--- src/rtl/nand_pkg.sv ---
// Shared types and constants for the NAND page-read controller.
package nand_pkg;

   typedef enum logic [2:0] {
      StIdle,
      StCmd1,
      StAddr,
      StCmd2,
      StTwb,
      StWaitRb,
      StRead,
      StFin
   } nand_state_e;

   localparam logic [7:0]  CMD_READ1 = 8'h00;
   localparam logic [7:0]  CMD_READ2 = 8'h30;
   localparam logic [15:0] CRC_POLY  = 16'h1021;

endpackage

--- src/rtl/nand_read_ctrl_if.sv ---
// Host, NAND-pin and read-stream signals of the NAND page-read controller.
interface nand_read_ctrl_if #(
   parameter int unsigned DATA_W   = 8,
   parameter int unsigned ADDR_CYC = 5,
   parameter int unsigned LEN_W    = 16
);
   logic                  start;
   logic [8*ADDR_CYC-1:0] addr;
   logic [LEN_W-1:0]      length;
   logic                  busy;
   logic                  done;
   logic                  err;
   logic                  nand_ce_n;
   logic                  nand_cle;
   logic                  nand_ale;
   logic                  nand_we_n;
   logic                  nand_re_n;
   logic                  nand_rb_n;
   logic [DATA_W-1:0]     nand_io_o;
   logic                  nand_io_oe;
   logic [DATA_W-1:0]     nand_io_i;
   logic [DATA_W-1:0]     m_data;
   logic                  m_valid;
   logic                  m_ready;
   logic [15:0]           crc;

   // Controller side.
   modport slave (
      input  start, addr, length, nand_rb_n, nand_io_i, m_ready,
      output busy, done, err, nand_ce_n, nand_cle, nand_ale, nand_we_n, nand_re_n,
      output nand_io_o, nand_io_oe, m_data, m_valid, crc
   );

   // Host / NAND-device side.
   modport master (
      output start, addr, length, nand_rb_n, nand_io_i, m_ready,
      input  busy, done, err, nand_ce_n, nand_cle, nand_ale, nand_we_n, nand_re_n,
      input  nand_io_o, nand_io_oe, m_data, m_valid, crc
   );

endinterface

--- src/rtl/nand_crc16.sv ---
// Combinational CRC-16-CCITT update over one DATA_W-bit word, MSB first.
module nand_crc16
   import nand_pkg::*;
#(
   parameter int unsigned DATA_W = 8
) (
   input  logic [15:0]       crc_i,
   input  logic [DATA_W-1:0] data_i,
   output logic [15:0]       crc_o
);

   always_comb begin
      crc_o = crc_i;
      for (int i = DATA_W - 1; i >= 0; i--) begin
         if (crc_o[15] ^ data_i[i]) begin
            crc_o = (crc_o << 1) ^ CRC_POLY;
         end else begin
            crc_o = crc_o << 1;
         end
      end
   end

endmodule

--- src/rtl/nand_read_ctrl.sv ---
// NAND page-read controller: 00h/address/30h sequence, tWB + R/B# wait, paced RE# stream.
// Define NAND_RD_CRC_EN to add a CRC-16-CCITT over the accepted stream words.
module nand_read_ctrl
   import nand_pkg::*;
#(
   parameter int unsigned DATA_W   = 8,
   parameter int unsigned ADDR_CYC = 5,
   parameter int unsigned LEN_W    = 16,
   parameter int unsigned RE_LO    = 2,
   parameter int unsigned RE_HI    = 1,
   parameter int unsigned TWB      = 4,
   parameter int unsigned RB_TMO   = 65535
) (
   input logic             clk,
   input logic             rst,
   nand_read_ctrl_if.slave bus
);

   localparam int unsigned CntW = $clog2(RB_TMO + TWB + RE_LO + RE_HI + 2);

   nand_state_e           state_q;
   logic [8*ADDR_CYC-1:0] addr_q;
   logic [LEN_W-1:0]      len_q, words_q;
   logic [3:0]            byte_q;
   logic                  ph_q;
   logic [CntW-1:0]       cnt_q;
   logic                  rb_s1_q, rb_s2_q;
   logic                  ce_n_q, cle_q, ale_q, we_n_q, re_n_q, oe_q;
   logic [DATA_W-1:0]     io_q, mdata_q;
   logic                  mvalid_q, busy_q, done_q, err_q;

   always_ff @(posedge clk or posedge rst) begin
      if (rst) begin
         rb_s1_q <= 1'b0;
         rb_s2_q <= 1'b0;
      end else begin
         rb_s1_q <= bus.nand_rb_n;
         rb_s2_q <= rb_s1_q;
      end
   end

   // ph_q splits each command/address cycle into a WE#-low and a WE#-high clock.
   always_ff @(posedge clk or posedge rst) begin
      if (rst) begin
         state_q  <= StIdle;
         addr_q   <= '0;
         len_q    <= '0;
         words_q  <= '0;
         byte_q   <= '0;
         ph_q     <= 1'b0;
         cnt_q    <= '0;
         ce_n_q   <= 1'b1;
         cle_q    <= 1'b0;
         ale_q    <= 1'b0;
         we_n_q   <= 1'b1;
         re_n_q   <= 1'b1;
         oe_q     <= 1'b0;
         io_q     <= '0;
         mdata_q  <= '0;
         mvalid_q <= 1'b0;
         busy_q   <= 1'b0;
         done_q   <= 1'b0;
         err_q    <= 1'b0;
      end else begin
         done_q <= 1'b0;
         unique case (state_q)
            StIdle: begin
               if (bus.start) begin
                  addr_q  <= bus.addr;
                  len_q   <= bus.length;
                  words_q <= '0;
                  busy_q  <= 1'b1;
                  err_q   <= 1'b0;
                  ce_n_q  <= 1'b0;
                  cle_q   <= 1'b1;
                  we_n_q  <= 1'b0;
                  oe_q    <= 1'b1;
                  io_q    <= DATA_W'(CMD_READ1);
                  ph_q    <= 1'b0;
                  state_q <= StCmd1;
               end
            end
            StCmd1: begin
               if (!ph_q) begin
                  we_n_q <= 1'b1;
                  ph_q   <= 1'b1;
               end else begin
                  cle_q   <= 1'b0;
                  ale_q   <= 1'b1;
                  we_n_q  <= 1'b0;
                  io_q    <= DATA_W'(addr_q[7:0]);
                  addr_q  <= addr_q >> 8;
                  byte_q  <= '0;
                  ph_q    <= 1'b0;
                  state_q <= StAddr;
               end
            end
            StAddr: begin
               if (!ph_q) begin
                  we_n_q <= 1'b1;
                  ph_q   <= 1'b1;
               end else if (byte_q == 4'(ADDR_CYC - 1)) begin
                  ale_q   <= 1'b0;
                  cle_q   <= 1'b1;
                  we_n_q  <= 1'b0;
                  io_q    <= DATA_W'(CMD_READ2);
                  ph_q    <= 1'b0;
                  state_q <= StCmd2;
               end else begin
                  byte_q <= byte_q + 1'b1;
                  we_n_q <= 1'b0;
                  io_q   <= DATA_W'(addr_q[7:0]);
                  addr_q <= addr_q >> 8;
                  ph_q   <= 1'b0;
               end
            end
            StCmd2: begin
               if (!ph_q) begin
                  we_n_q <= 1'b1;
                  ph_q   <= 1'b1;
               end else begin
                  cle_q   <= 1'b0;
                  oe_q    <= 1'b0;
                  io_q    <= '0;
                  ph_q    <= 1'b0;
                  cnt_q   <= '0;
                  state_q <= StTwb;
               end
            end
            StTwb: begin
               if (cnt_q == CntW'(TWB - 1)) begin
                  cnt_q   <= '0;
                  state_q <= StWaitRb;
               end else begin
                  cnt_q <= cnt_q + 1'b1;
               end
            end
            StWaitRb: begin
               if (rb_s2_q && (len_q == '0)) begin
                  done_q  <= 1'b1;
                  ce_n_q  <= 1'b1;
                  cnt_q   <= '0;
                  state_q <= StFin;
               end else if (rb_s2_q) begin
                  cnt_q   <= CntW'(RE_HI);
                  state_q <= StRead;
               end else if (cnt_q == CntW'(RB_TMO - 1)) begin
                  err_q   <= 1'b1;
                  done_q  <= 1'b1;
                  ce_n_q  <= 1'b1;
                  cnt_q   <= '0;
                  state_q <= StFin;
               end else begin
                  cnt_q <= cnt_q + 1'b1;
               end
            end
            StRead: begin
               // cnt_q counts clocks spent at the current RE# level.
               if (mvalid_q && bus.m_ready) begin
                  mvalid_q <= 1'b0;
               end
               if (!re_n_q) begin
                  if (cnt_q == CntW'(RE_LO)) begin
                     re_n_q   <= 1'b1;
                     mdata_q  <= bus.nand_io_i;
                     mvalid_q <= 1'b1;
                     words_q  <= words_q + 1'b1;
                     cnt_q    <= CntW'(1);
                  end else begin
                     cnt_q <= cnt_q + 1'b1;
                  end
               end else if (mvalid_q && bus.m_ready && (words_q == len_q)) begin
                  done_q  <= 1'b1;
                  ce_n_q  <= 1'b1;
                  cnt_q   <= '0;
                  state_q <= StFin;
               end else if ((cnt_q >= CntW'(RE_HI)) && (!mvalid_q || bus.m_ready) &&
                            (words_q != len_q)) begin
                  re_n_q <= 1'b0;
                  cnt_q  <= CntW'(1);
               end else if (cnt_q < CntW'(RE_HI)) begin
                  cnt_q <= cnt_q + 1'b1;
               end
            end
            StFin: begin
               busy_q  <= 1'b0;
               state_q <= StIdle;
            end
            default: state_q <= StIdle;
         endcase
      end
   end

   assign bus.busy       = busy_q;
   assign bus.done       = done_q;
   assign bus.err        = err_q;
   assign bus.nand_ce_n  = ce_n_q;
   assign bus.nand_cle   = cle_q;
   assign bus.nand_ale   = ale_q;
   assign bus.nand_we_n  = we_n_q;
   assign bus.nand_re_n  = re_n_q;
   assign bus.nand_io_o  = io_q;
   assign bus.nand_io_oe = oe_q;
   assign bus.m_data     = mdata_q;
   assign bus.m_valid    = mvalid_q;

`ifdef NAND_RD_CRC_EN
   logic [15:0] crc_q, crc_upd;

   nand_crc16 #(
      .DATA_W(DATA_W)
   ) u_crc (
      .crc_i (crc_q),
      .data_i(mdata_q),
      .crc_o (crc_upd)
   );

   always_ff @(posedge clk or posedge rst) begin
      if (rst) begin
         crc_q <= 16'hFFFF;
      end else if ((state_q == StIdle) && bus.start) begin
         crc_q <= 16'hFFFF;
      end else if ((state_q == StRead) && mvalid_q && bus.m_ready) begin
         crc_q <= crc_upd;
      end
   end

   assign bus.crc = crc_q;
`else
   assign bus.crc = 16'h0000;
`endif

endmodule

--- src/flat_wrapper.sv ---
// flat-port wrapper written by rule: the top's interface ports become plain ports
module nand_read_ctrl_flat import nand_pkg::*;
#(
   parameter int unsigned DATA_W   = 8,
   parameter int unsigned ADDR_CYC = 5,
   parameter int unsigned LEN_W    = 16,
   parameter int unsigned RE_LO    = 2,
   parameter int unsigned RE_HI    = 1,
   parameter int unsigned TWB      = 4,
   parameter int unsigned RB_TMO   = 65535
)
  (clk, rst, bus_start, bus_addr, bus_length, bus_nand_rb_n, bus_nand_io_i, bus_m_ready, bus_busy, bus_done, bus_err, bus_nand_ce_n, bus_nand_cle, bus_nand_ale, bus_nand_we_n, bus_nand_re_n, bus_nand_io_o, bus_nand_io_oe, bus_m_data, bus_m_valid, bus_crc);
  nand_read_ctrl_if #(.DATA_W(DATA_W), .ADDR_CYC(ADDR_CYC), .LEN_W(LEN_W)) bus_i ();
  input logic clk;
  input logic rst;
  input wire logic [$bits(bus_i.start)-1:0] bus_start;
  input wire logic [$bits(bus_i.addr)-1:0] bus_addr;
  input wire logic [$bits(bus_i.length)-1:0] bus_length;
  input wire logic [$bits(bus_i.nand_rb_n)-1:0] bus_nand_rb_n;
  input wire logic [$bits(bus_i.nand_io_i)-1:0] bus_nand_io_i;
  input wire logic [$bits(bus_i.m_ready)-1:0] bus_m_ready;
  output wire logic [$bits(bus_i.busy)-1:0] bus_busy;
  output wire logic [$bits(bus_i.done)-1:0] bus_done;
  output wire logic [$bits(bus_i.err)-1:0] bus_err;
  output wire logic [$bits(bus_i.nand_ce_n)-1:0] bus_nand_ce_n;
  output wire logic [$bits(bus_i.nand_cle)-1:0] bus_nand_cle;
  output wire logic [$bits(bus_i.nand_ale)-1:0] bus_nand_ale;
  output wire logic [$bits(bus_i.nand_we_n)-1:0] bus_nand_we_n;
  output wire logic [$bits(bus_i.nand_re_n)-1:0] bus_nand_re_n;
  output wire logic [$bits(bus_i.nand_io_o)-1:0] bus_nand_io_o;
  output wire logic [$bits(bus_i.nand_io_oe)-1:0] bus_nand_io_oe;
  output wire logic [$bits(bus_i.m_data)-1:0] bus_m_data;
  output wire logic [$bits(bus_i.m_valid)-1:0] bus_m_valid;
  output wire logic [$bits(bus_i.crc)-1:0] bus_crc;
  assign bus_i.start = bus_start;
  assign bus_i.addr = bus_addr;
  assign bus_i.length = bus_length;
  assign bus_i.nand_rb_n = bus_nand_rb_n;
  assign bus_i.nand_io_i = bus_nand_io_i;
  assign bus_i.m_ready = bus_m_ready;
  assign bus_busy = bus_i.busy;
  assign bus_done = bus_i.done;
  assign bus_err = bus_i.err;
  assign bus_nand_ce_n = bus_i.nand_ce_n;
  assign bus_nand_cle = bus_i.nand_cle;
  assign bus_nand_ale = bus_i.nand_ale;
  assign bus_nand_we_n = bus_i.nand_we_n;
  assign bus_nand_re_n = bus_i.nand_re_n;
  assign bus_nand_io_o = bus_i.nand_io_o;
  assign bus_nand_io_oe = bus_i.nand_io_oe;
  assign bus_m_data = bus_i.m_data;
  assign bus_m_valid = bus_i.m_valid;
  assign bus_crc = bus_i.crc;
  nand_read_ctrl #(.DATA_W(DATA_W), .ADDR_CYC(ADDR_CYC), .LEN_W(LEN_W), .RE_LO(RE_LO), .RE_HI(RE_HI), .TWB(TWB), .RB_TMO(RB_TMO)) u_core (.clk(clk), .rst(rst), .bus(bus_i));
endmodule
--- config.mk ---
export PLATFORM = sky130hd
export DESIGN_NAME = nand_read_ctrl_flat
export DESIGN_NICKNAME = d
export VERILOG_FILES = /design/src/rtl/nand_pkg.sv /design/src/rtl/nand_read_ctrl_if.sv /design/src/rtl/nand_crc16.sv /design/src/rtl/nand_read_ctrl.sv /design/src/flat_wrapper.sv
export SDC_FILE = /design/constraint.sdc
export NUM_CORES = 1
export LEC_CHECK = 0
export CAP_MARGIN = 20
export CORE_MARGIN = 2
export CORE_UTILIZATION = 53
export DETAILED_ROUTE_END_ITERATION = 6
export PLACE_DENSITY = 0.77
export SLEW_MARGIN = 30
export SYNTH_ARGS = -nofsm -noshare
export SYNTH_HDL_FRONTEND = slang
export SYNTH_SLANG_ARGS = --single-unit
export TNS_END_PERCENT = 5
--- constraint.sdc ---
create_clock -name clk -period 5.41 [get_ports clk]
set_input_delay 1.623 -clock clk [delete_from_list [all_inputs] [get_ports clk]]
set_output_delay 1.623 -clock clk [all_outputs]
set_load 0.02 [all_outputs]
* Yosys cells after proc, flatten, opt, wreduce, memory -nomap -nowiden *
Index checks and enable logic that the tools add are counted.

word-level totals
  register bits = 125
  input bits = 69
  output and inout bits = 42

operators by class
  add/sub/neg operators = 3
  order comparisons = 2
  equal/unequal tests = 33
  multiplexer cells = 79
  bitwise logic cells = 1
  reduce and logical (&&, ||, !) cells = 40

operator list
  kind                     count
  $mux W17                 10
  $mux W40                 4
  $pmux W40 S3             1
  $pmux W17 S4             1
  $mux W16                 3
  $mux W8                  5
  $eq A17 B2 Y1 const B    2
  $mux W3                  11
  $pmux W16 S2             1
  $pmux W8 S4              1
  $mux W1                  28
  $pmux W3 S8              1
  $ne A2 B1 Y1 const B     10
  $reduce_and A5 Y1        4
  $add A17 B1 Y17 const B  1
  $eq A17 B16 Y1 const B   1
  $ge A17 B1 Y1 const B    1
  $lt A17 B1 Y1 const B    1
  $add A16 B1 Y16 const B  1
  $eq A16 B16 Y1           1
  $logic_not A16 Y1        1
  $ne A16 B16 Y1           1
  $eq A3 B3 Y1 const B     4
  $mux W4                  3
  other kinds (27)         61

* Longest topological paths before layout *
Gate-level depths: netlist of run 1.

  word-level depth = 8
  mapped depth = 10
  mapped depth without buffers = 9

* Worst setup path after synthesis of run 1 *
OpenSTA, ideal clock, no wires.

  kind = input to register
  start = input bus_start
  end = register u_core.len_q[10]
  arrival = 2.767 ns
  required time = 5.285 ns
  setup slack = 2.518 ns
  stages on the path = 4
  buffers on the path = 1
  path through = nand2_1 nor3_2 clkbuf_1 mux2_2

on the way
  word-level cells in the longest chain between the ends = 1

ends and longest elaborated chain
  element                             RTL line              source
  from (decl)                         flat_wrapper.sv:16    input wire logic [$bits(bus_i.start)-1:0] bus_start;
  $reduce_and A2 Y1 (no source line)  -
  to (signal assigned)                nand_read_ctrl.sv:70  len_q <= bus.length;
  to (decl)                           nand_read_ctrl.sv:23  logic [LEN_W-1:0] len_q, words_q;

No other way between the ends.
A chain may end at the register's enable or synchronous reset.

* Worst setup path in the final report of run 1 *
  start = input bus_start
  end = register u_core.words_q[15]

on the way
  word-level cells in the longest chain between the ends = 2

ends and longest elaborated chain
  element                             RTL line               source
  $ne A2 B2 Y1 (no source line)       -
  $reduce_and A4 Y1 (no source line)  -
  to (signal assigned)                nand_read_ctrl.sv:167  words_q <= words_q + 1'b1;
  to (decl)                           nand_read_ctrl.sv:23

No other way between the ends.

==> results by group, run 1 <==
Clocking
  – Worst-path clk slew: 0.06 ns
  – # clock sinks: 125
  – Htree depth: 4
  – Clk root buf: clkbuf_16
  – CTS tree: built
  – Cts hold-fix bufs: 0
  – Post CTS Setup Buffer Count: 0
  – Clock Path Buffers: 2
  – Post-cts resize count: 0
  – CTS Buf Count: 17
  – Clk_lat worst skew: 0.42 ns

Cells and area
  – Share of cells above drive strength 1: 9.11%
  – FILL cells: 911
  – Area growth from synthesis to layout: 25.6%
  – Most frequent cells in the layout: dfrtp_1 (122), nand2_1 (121), clkdlybuf4s50_1 (94)
  – Multi-input logic area: 2940 um^2
  – Antenna cell count: 0
  – Most common cell after layout, fill and taps aside: dfrtp_1
  – Fin nets: 819
  – Register area: 3130 um^2

Outcome
  – Status: finished, violations left
  – Violated checks: design-rule violations

Global routing
  – Vias in the first global route: 5178
  – Grt total ovfl: 0
  – First-pass GRT wire length: 24400 um
  – Initial antenna violation count: 0
  – Largest net degree at the start of global routing: 81
  – GR Util All Layers: 23.8%

Yosys
  – EDFF count, synth: 0
  – Ys flop type: dfrtp_1
  – Avg Cell Area, Syn: 9.57 um^2
  – Yosys cell types: 58
  – Syn Std Cell Area: 6310 um^2
  – Post-synthesis sequential area ratio: 49.6%
  – #FFs+latches synth: 125
  – Synthesized instance count: 659
  – Synth warnings: 0
  – Share of flip-flops with an asynchronous set or reset: 100%

Routing
  – Final wirelength: 14500 um
  – Via density: 5.74
  – Via Count: 5162
  – # DRC: 3
  – DR iter-0 viols: 404
  – DRT Pass-1 Iters: 6
  – Routed len/inst: 16.1 um
  – Final ANT Viol Nets: 0

Timing
  – Max Clk Rate: 292 MHz
  – Post-Route Skew: 0.00878 ns
  – Endpoints failing setup: 0
  – Period minus WS final: 3.42 ns
  – RSZ-0062 raised after global routing: false
  – Endpoints failing hold: 0
  – TNS Setup: 0 ns
  – Final Cycle Share: 63.2%
  – Slew headroom: 44.1%
  – Final hold slack: 0.349 ns
  – Slew Limit Fails: 0
  – Actual slew at the worst max-slew pin: 0.838 ns

Power and ir drop
  – Leak: 3.50 nW
  – Pwr/cell area: 543 nW/um^2
  – VDD IR max: 0.000279 V

Setup path
  – Worst R2R Setup Slack: 2.53 ns
  – Critical path's slowest cell: nor3_4
  – R2R cell count: 6
  – Crit path kind: input port to flip-flop
  – Setup crit end kind: flip-flop
  – Critical Path Fanout Max: 20
  – Delay-heaviest family, CP: simple AND/OR/NAND/NOR gates
  – Buf/Inv on CP: 1
  – Largest stage delay, worst path: 0.66 ns
  – Worst path depth: 7
  – Worst EP required: 5.68 ns
  – R2R Path End: u_core.words_q[6]
  – Setup crit end: u_core.words_q[15]
  – Crit path from: bus_start
  – CP arrival: 3.69 ns
  – Worst setup SP type: input port
  – Critical path cell sequence: clkdlybuf4s50_1 > nand2_1 > nor3_4 > o2111ai_2 > nor3_2 > xnor2_1 > nor2_1
  – R2r startpoint: u_core.state_q[0]

Job
  – MaxCap Viol Count: 0

Floorplan
  – Row count: 39
  – I/O Pins: 111
  – Die area: 12800 um^2
  – Initial Util: 54.8%
  – Die width: 113 um
  – Die Height: 113 um
  – Core footprint: 11500 um^2

Min path
  – Hold crit path type: flip-flop to flip-flop
  – Min-delay src: u_core.rb_s1_q

Placed design
  – Routability congestion estimate: 0.851
  – HPWL after DPL: 9910 um
  – Port bufs: 94
[layer usage]
metal | routed length, um | global-route usage [%]
met5 | 0 | 0
met4 | 167 | 7.07
met3 | 1100 | 9.32
met2 | 7250 | 38.9
met1 | 5960 | 29.6
[state kept, by name (all words and copies together), names as in the netlist, 3 cells and up]
name                  cells
u_core.byte_q             4
u_core.words_q           16
u_core.bus.nand_io_o      8
u_core.cnt_q             17
u_core.bus.m_data         8
u_core.len_q             16
u_core.state_q            3
u_core.addr_q            40
[cell usage after synthesis, drive strengths merged, types with 5 or more instances]
cell type | count | area share [%]
mux2i | 36 | 5.7
nor2 | 44 | 2.6
xnor2 | 24 | 3.3
clkbuf | 18 | 1.1
dfrtp | 122 | 48
nand3 | 28 | 2.2
nand2 | 123 | 7.4
a21o | 6 | 0.71
nor3 | 13 | 1.4
a22o | 5 | 0.69
or3 | 5 | 0.50
and3 | 6 | 0.60
buf | 28 | 2.9
a32oi | 5 | 0.69
ha | 6 | 1.2
o21ai | 73 | 5.8
inv | 17 | 1.0
nor4 | 9 | 1.4
mux2 | 16 | 2.9
xor2 | 8 | 1.1
a21oi | 12 | 0.95
nand4 | 17 | 1.7
[worst register-to-register path, cell delays in order, from the launching register on]
cell and delay [ns]:
dfrtp_1 0.64, nand2b_1 0.36, or2_1 0.36, nor3_4 0.67, nand3_1 0.27, or3_1 0.36, a21oi_1 0.14
[report_power, final]
group / switching [mW] / leakage, nW / internal [mW]
combinational: 0.846 / 1.62 / 0.647
sequential: 0.320 / 1.57 / 1.27
clock: 0.407 / 0.311 / 0.815
total: 1.57 / 3.50 / 2.73
[worst min-delay path by stage]
stage                                end  slack, ns  cells past startpoint
after CTS                 u_core.rb_s2_q       0.35                      0
after detailed placement  u_core.rb_s2_q       0.34                      0
after global placement    u_core.rb_s2_q       0.33                      0
final                     u_core.rb_s2_q       0.35                      0
after global routing      u_core.rb_s2_q       0.37                      0
after floorplan           u_core.rb_s2_q       0.33                      0
[cell type report]
type	instances	area share (%)
Sequential cell	125	39.5
Multi-Input combinational cell	486	37.1
Timing Repair Buffer	97	12.2
Clock buffer	21	6.06
Clock inverter	11	2.05
Tap cell	143	2.26
Inverter	17	0.868
[through the flow]
step	instance area, um^2	instances	power (mW)	utilization [%]	worst slack [ns]
after floorplan	6360	674	2.65	-	0.464
after global placement	7270	868	3.01	63.1	1.65
after detailed placement	7280	868	3.08	63.2	1.57
after CTS	7920	900	4.32	68.8	2.00
after global routing	7930	900	4.59	68.8	1.82
final	7930	900	4.30	68.8	1.99
[cell families after synthesis]
group	Yosys count	share of synthesized area [%]
adder cells (fa/ha/maj)	6	1.19
AO/OA/AOI/OAI	123	11.8
flip-flops	125	49.6
other	1	0.0594
XOR/XNOR	32	4.44
multiplexers	52	8.57
AND/OR/NAND/NOR	257	19.3
buffers and inverters	63	5.00
(Power assumes the default switching activity.)
==> run 2, diff against run 1 <==
==> constraint.sdc (replaced) <==
create_clock -name clk -period 3.15 [get_ports clk]
set_input_delay 0.945 -clock clk [delete_from_list [all_inputs] [get_ports clk]]
set_output_delay 0.945 -clock clk [all_outputs]
set_load 0.02 [all_outputs]
==> run 2 against run 1 <==
The run still ends with design-rule violations left. Sequential power increased by 70%. Die area unchanged. Clock power rose by 75%. Utilization up 0.71 points. Combinational power up 76%. Non-clock buffer count rose by 6. Critical path depth unchanged. Worst hold slack gained 0.0022 ns. Design area grew 1.0%. Largest cell class unchanged. Largest power group unchanged. Highest routed layer unchanged.
==> results by group, run 2 (synthesis gave the netlist of run 1 again) <==
Outcome
  – Status: finished, violations left (unchanged)
  – Violated checks: design-rule violations (unchanged)

Clocking
  – Post CTS Setup Buffer Count: 0 (unchanged)
  – CTS tree: built (unchanged)
  – Clock Path Buffers: 2 (unchanged)
  – Htree depth: 4 (unchanged)
  – Cts hold-fix bufs: 0 (unchanged)
  – CTS Buf Count: 17 (unchanged)
  – Clk root buf: clkbuf_16 (unchanged)
  – Post-cts resize count: 0 (unchanged)
  – Clk_lat worst skew: 0.41 ns (was 0.42 ns)
  – # clock sinks: 125 (unchanged)
  – Worst-path clk slew: 0.05 ns (was 0.06 ns)

Placed design
  – Port bufs: 94 (unchanged)
  – HPWL after DPL: 9710 um (was 9910 um)
  – Routability congestion estimate: 0.871 (was 0.851)

Floorplan
  – Initial Util: 54.8% (unchanged)
  – Die area: 12800 um^2 (unchanged)
  – Row count: 39 (unchanged)
  – Die Height: 113 um (unchanged)
  – Core footprint: 11500 um^2 (unchanged)
  – I/O Pins: 111 (unchanged)
  – Die width: 113 um (unchanged)

Global routing
  – Largest net degree at the start of global routing: 81 (unchanged)
  – Vias in the first global route: 4979 (was 5178)
  – Initial antenna violation count: 0 (unchanged)
  – GR Util All Layers: 23.2% (was 23.8%)
  – Grt total ovfl: 0 (unchanged)
  – First-pass GRT wire length: 23800 um (was 24400 um)

Cells and area
  – Area growth from synthesis to layout: 26.9% (was 25.6%)
  – Most frequent cells in the layout: dfrtp_1 (122), nand2_1 (121), clkdlybuf4s50_1 (94) (unchanged)
  – Share of cells above drive strength 1: 9.45% (was 9.11%)
  – FILL cells: 893 (was 911)
  – Antenna cell count: 0 (unchanged)
  – Max FFs per register: 40 (unchanged)
  – Final core occ: 69.5% (was 68.8%)
  – Fin nets: 825 (was 819)
  – Most flops, register: u_core.addr_q (unchanged)
  – Top flop regs: u_core.addr_q: 40 flops, u_core.cnt_q: 17 flops (unchanged)
  – Most common cell after layout, fill and taps aside: dfrtp_1 (unchanged)

Timing
  – Post-Route Skew: 0.00728 ns (was 0.00878 ns)
  – Final Cycle Share: 83.8%
  – TNS Setup: 0 ns (unchanged)
  – Max Clk Rate: 379 MHz
  – Slew Limit Fails: 0 (unchanged)
  – Actual slew at the worst max-slew pin: 0.714 ns (was 0.838 ns)
  – RSZ-0062 raised after global routing: false (unchanged)
  – Endpoints failing setup: 0 (unchanged)
  – Slew headroom: 52.4% (was 44.1%)
  – Endpoints failing hold: 0 (unchanged)
  – Period minus WS final: 2.64 ns

Power and ir drop
  – Leak: 3.55 nW (was 3.50 nW)
  – VDD IR max: 0.000774 V (was 0.000279 V)
  – Pwr/cell area: 932 nW/um^2 (was 543 nW/um^2)

Setup path
  – Worst EP required: 3.47 ns (was 5.68 ns)
  – Critical path cell sequence: xnor2_1 > nand4_1 > nor4_4 > mux2i_1 > a21o_1 > nand2_4 > o211ai_1 (was clkdlybuf4s50_1 > nand2_1 > nor3_4 > o2111ai_2 > nor3_2 > xnor2_1 > nor2_1)
  – CP arrival: 2.96 ns (was 3.69 ns)
  – Critical Path Fanout Max: 20 (unchanged)
  – Largest stage delay, worst path: 0.60 ns (was 0.66 ns)
  – Critical path's slowest cell: a21o_1 (was nor3_4)
  – Setup crit end kind: flip-flop (unchanged)
  – Crit path kind: flip-flop to flip-flop (was input port to flip-flop)
  – Worst setup SP type: flip-flop (was input port)

Routing
  – Via density: 5.56 (was 5.74)
  – Via Count: 5028 (was 5162)
  – Final ANT Viol Nets: 0 (unchanged)
  – DR iter-0 viols: 432 (was 404)
  – Routed len/inst: 15.4 um (was 16.1 um)
  – Final wirelength: 14000 um (was 14500 um)
  – DRT Pass-1 Iters: 7 (was 6)
  – # DRC: 3 (unchanged)

Job
  – MaxCap Viol Count: 0 (unchanged)

Min path
  – Hold crit path type: flip-flop to flip-flop (unchanged)
## run 2: cell count changes in the layout (fill, tap and decap cells not counted)
cell	change
nand2_2	+1
nand2_4	-1
clkbuf_8	+3
a21o_2	+1
buf_12	+3
buf_4	+3
a21o_4	-1
clkbuf_1	+2
inv_6	-1
clkinvlp_4	-2
clkinv_2	-3
## run 2: worst max-delay path, delay by kind of cell, from the launching register on
family,cells,cell delay [ns]
mux,1,0.24
simple gates,3,0.83
flops,1,0.46
xor+xnor,1,0.20
compound gates,2,0.83
## run 2: worst paths after layout
kind                                   start                    to  slack, ns  cells past startpoint
setup reg to reg           u_core.words_q[2]      u_core.cnt_q[10]       0.51                      7
hold / removal                u_core.rb_s1_q        u_core.rb_s2_q       0.35                      0
max in group asynchronous                rst  u_core.bus.nand_ce_n       1.77                      3
hold reg to reg               u_core.rb_s1_q        u_core.rb_s2_q       0.35                      0
min in group asynchronous                rst  u_core.bus.m_data[3]       0.99                      3
setup / recovery           u_core.words_q[2]      u_core.cnt_q[10]       0.51                      7
## run 2: power breakdown
| group | switching, mW | internal [mW] | total (mW) | leakage (nW) |
|---|---|---|---|---|
| clock network | 0.673 | 1.47 | 2.14 | 0.323 |
| logic | 1.45 | 1.17 | 2.62 | 1.65 |
| registers | 0.529 | 2.17 | 2.70 | 1.57 |
## run 2: layout make-up
| cell class | count | area, um^2 | share of cell area, % |
|---|---|---|---|
| Timing Repair Buffer | 103 | 1050 | 13.1 |
| Inverter | 17 | 67.6 | 0.844 |
| Tap cell | 143 | 179 | 2.23 |
| Clock buffer | 26 | 529 | 6.61 |
| Multi-Input combinational cell | 486 | 2930 | 36.6 |
| Sequential cell | 125 | 3130 | 39.1 |
| Clock inverter | 5 | 125 | 1.56 |
## run 2: per-layer routing
| metal | up-vias | GRT usage, % | part of all wire [%] |
|---|---|---|---|
| met3 | 10 | 9.27 | 7.5 |
| met4 | 0 | 6.67 | 0.76 |
| met2 | 124 | 37.1 | 49 |
| li1 | 2450 | - | - |
| met5 | - | 0 | 0 |
| met1 | 2444 | 29.4 | 43 |
## run 2: per-stage QoR
stage               total power, mW  std cells  cell area [um^2]  hold slack (ns)  setup WS (ns)
finish                         7.46        905              8010            0.351          0.512
global route                   7.97        905              8010            0.352          0.292
CTS                            7.51        905              8010            0.350          0.524
detailed placement             5.33        874              7350            0.335          0.220
global placement               5.22        874              7350            0.335          0.347
floorplan                      4.56        674              6370            0.331          0.668
==> run 3, diff against run 2 <==
==> constraint.sdc (replaced) <==
create_clock -name clk -period 2.6 [get_ports clk]
set_input_delay 0.78 -clock clk [delete_from_list [all_inputs] [get_ports clk]]
set_output_delay 0.78 -clock clk [all_outputs]
set_load 0.02 [all_outputs]
==> run 3 against run 2 <==
The flow still finishes with violations (design-rule violations). Utilization is 0.45 points higher. Routed wire length is 4.8% higher. Flip-flop and latch count stayed put. Clock power is 14% higher. Sequential power is 20% higher. Non-clock buffer count is 10 higher. Clock-buffer cell count is 3 lower. Critical path type unchanged. Largest cell class unchanged. Highest routed layer unchanged.
==> results by group, run 3 (synthesis gave the netlist of run 1 again) <==
Timing
  – RSZ-0062 raised after global routing: false (unchanged)
  – Setup ws final: 0.214 ns (was 0.512 ns)
  – Endpoints failing hold: 0 (unchanged)
  – Actual slew at the worst max-slew pin: 0.551 ns (was 0.714 ns)
  – Final hold slack: 0.350 ns (was 0.351 ns)
  – Endpoints failing setup: 0 (unchanged)
  – Slew headroom: 63.2% (was 52.4%)
  – Period minus WS final: 2.39 ns (was 2.64 ns)
  – Max Clk Rate: 419 MHz (was 379 MHz)
  – TNS Setup: 0 ns (unchanged)
  – Post-Route Skew: 0.00653 ns (was 0.00728 ns)
  – Slew Limit Fails: 0 (unchanged)
  – Final Cycle Share: 91.8% (was 83.8%)

Clocking
  – Htree depth: 4 (unchanged)
  – Clk_lat worst skew: 0.41 ns (about the same)
  – Cts hold-fix bufs: 0 (unchanged)
  – CTS tree: built (unchanged)
  – Worst-path clk slew: 0.05 ns (about the same)
  – # clock sinks: 125 (unchanged)
  – Clock Path Buffers: 2 (unchanged)
  – CTS Buf Count: 17 (unchanged)
  – Clk root buf: clkbuf_16 (unchanged)
  – Post CTS Setup Buffer Count: 0 (unchanged)
  – Post-cts resize count: 0 (unchanged)

Power and ir drop
  – Leak: 3.57 nW (was 3.55 nW)
  – VDD IR max: 0.000732 V (was 0.000774 V)
  – Total power: 9.07 mW (was 7.46 mW)
  – Flop pwr share: 35.6% (was 36.2%)
  – Comb power frac: 37.5% (was 35.1%)
  – Clock network power share: 26.9% (was 28.7%)
  – Internal power: 5.81 mW (was 4.81 mW)
  – Psw: 3.26 mW (was 2.65 mW)
  – Pwr/cell area: 1130 nW/um^2 (was 932 nW/um^2)
  – Net Sw Frac: 35.9% (was 35.6%)

Setup path
  – Buf/Inv on CP: 1 (was 0)
  – Worst setup SP type: flip-flop (unchanged)
  – Critical path's slowest cell: nor4_4 (was a21o_1)
  – Setup crit end kind: flip-flop (unchanged)
  – Crit path kind: flip-flop to flip-flop (unchanged)
  – Critical path cell sequence: xnor2_1 > nand4_1 > nor4_4 > o211ai_2 > and3_1 > buf_12 > a32oi_1 > o21ai_1 (was xnor2_1 > nand4_1 > nor4_4 > mux2i_1 > a21o_1 > nand2_4 > o211ai_1)
  – Worst EP required: 2.88 ns (was 3.47 ns)
  – Critical Path Fanout Max: 19 (was 20)
  – Delay-heaviest family, CP: simple AND/OR/NAND/NOR gates (unchanged)
  – CP arrival: 2.67 ns (was 2.96 ns)
  – Largest stage delay, worst path: 0.49 ns (was 0.60 ns)

Cells and area
  – Most frequent cells in the layout: dfrtp_1 (122), nand2_1 (121), clkdlybuf4s50_1 (94) (unchanged)
  – Top flop regs: u_core.addr_q: 40 flops, u_core.cnt_q: 17 flops (unchanged)
  – Most flops, register: u_core.addr_q (unchanged)
  – Antenna cell count: 0 (unchanged)
  – Fin nets: 835 (was 825)
  – FILL cells: 848 (was 893)
  – Final core occ: 70.0% (was 69.5%)
  – Max FFs per register: 40 (unchanged)
  – Share of cells above drive strength 1: 10.2% (was 9.45%)
  – Most common cell after layout, fill and taps aside: dfrtp_1 (unchanged)
  – Layout Cells excl Fill: 914 (was 905)
  – Multi-input logic area: 2930 um^2 (unchanged)
  – Final instance area: 8060 um^2 (was 8010 um^2)
  – Register area: 3130 um^2 (unchanged)
  – Area growth from synthesis to layout: 27.7% (was 26.9%)

Floorplan
  – Core footprint: 11500 um^2 (unchanged)
  – I/O Pins: 111 (unchanged)
  – Initial Util: 54.8% (unchanged)
  – Die Height: 113 um (unchanged)
  – Die width: 113 um (unchanged)
  – Row count: 39 (unchanged)
  – Die area: 12800 um^2 (unchanged)

Global routing
  – First-pass GRT wire length: 24900 um (was 23800 um)
  – Vias in the first global route: 5381 (was 4979)
  – Initial antenna violation count: 0 (unchanged)
  – GR Util All Layers: 24.2% (was 23.2%)
  – Largest net degree at the start of global routing: 81 (unchanged)
  – Grt total ovfl: 0 (unchanged)

Placed design
  – HPWL after DPL: 10300 um (was 9710 um)
  – Routability congestion estimate: 0.894 (was 0.871)
  – Setup WS pre-CTS: 0.0529 ns (was 0.220 ns)
  – Port bufs: 94 (unchanged)
  – Placed Instances: 884 (was 874)
  – Placement Cell Area: 7450 um^2 (was 7350 um^2)

Routing
  – Routed len/inst: 16.0 um (was 15.4 um)
  – Via density: 5.65 (was 5.56)
  – DRT Pass-1 Iters: 7 (unchanged)
  – Final wirelength: 14600 um (was 14000 um)
  – # DRC: 3 (unchanged)
  – Via Count: 5167 (was 5028)
  – DR iter-0 viols: 272 (was 432)
  – Final ANT Viol Nets: 0 (unchanged)

Outcome
  – Violated checks: design-rule violations (unchanged)
  – Status: finished, violations left (unchanged)

Min path
  – Hold crit path type: flip-flop to flip-flop (unchanged)

Job
  – MaxCap Viol Count: 0 (unchanged)
==> run 3: routing by layer <==
| metal | global-route usage (%) | vias to the layer above | routed length (um) |
|---|---|---|---|
| met5 | 0 | - | 0 |
| met3 | 9.00 | 27 | 1070 |
| met4 | 9.84 | 0 | 276 |
| met1 | 28.4 | 2520 | 6010 |
| met2 | 40.2 | 152 | 7280 |
| li1 | - | 2468 | - |
==> run 3: layout make-up <==
cell class	count	area share [%]
Multi-Input combinational cell	486	36.3
Timing Repair Buffer	113	14.2
Sequential cell	125	38.9
Clock inverter	7	1.71
Clock buffer	23	5.81
Tap cell	143	2.22
Inverter	17	0.839
==> run 3: worst paths after layout <==
check,depth (start not counted),endpoint,slack [ns],startpoint
worst max-delay path,8,u_core.cnt_q[6],0.21,u_core.words_q[2]
worst min-delay path,0,u_core.rb_s2_q,0.35,u_core.rb_s1_q
worst max register to register,8,u_core.cnt_q[6],0.21,u_core.words_q[2]
worst min register to register,0,u_core.rb_s2_q,0.35,u_core.rb_s1_q
max in group asynchronous,3,u_core.bus.nand_io_o[1],1.29,rst
min in group asynchronous,2,u_core.addr_q[38],0.63,rst
==> run 3: power groups by stage <==
stage	clock [mW]	combinational, mW	sequential, mW
after floorplan	0	2.33	3.20
after global placement	0	3.28	3.21
after detailed placement	0	3.39	3.24
after CTS	2.47	3.43	3.23
after global routing	2.55	3.78	3.32
final	2.44	3.40	3.23
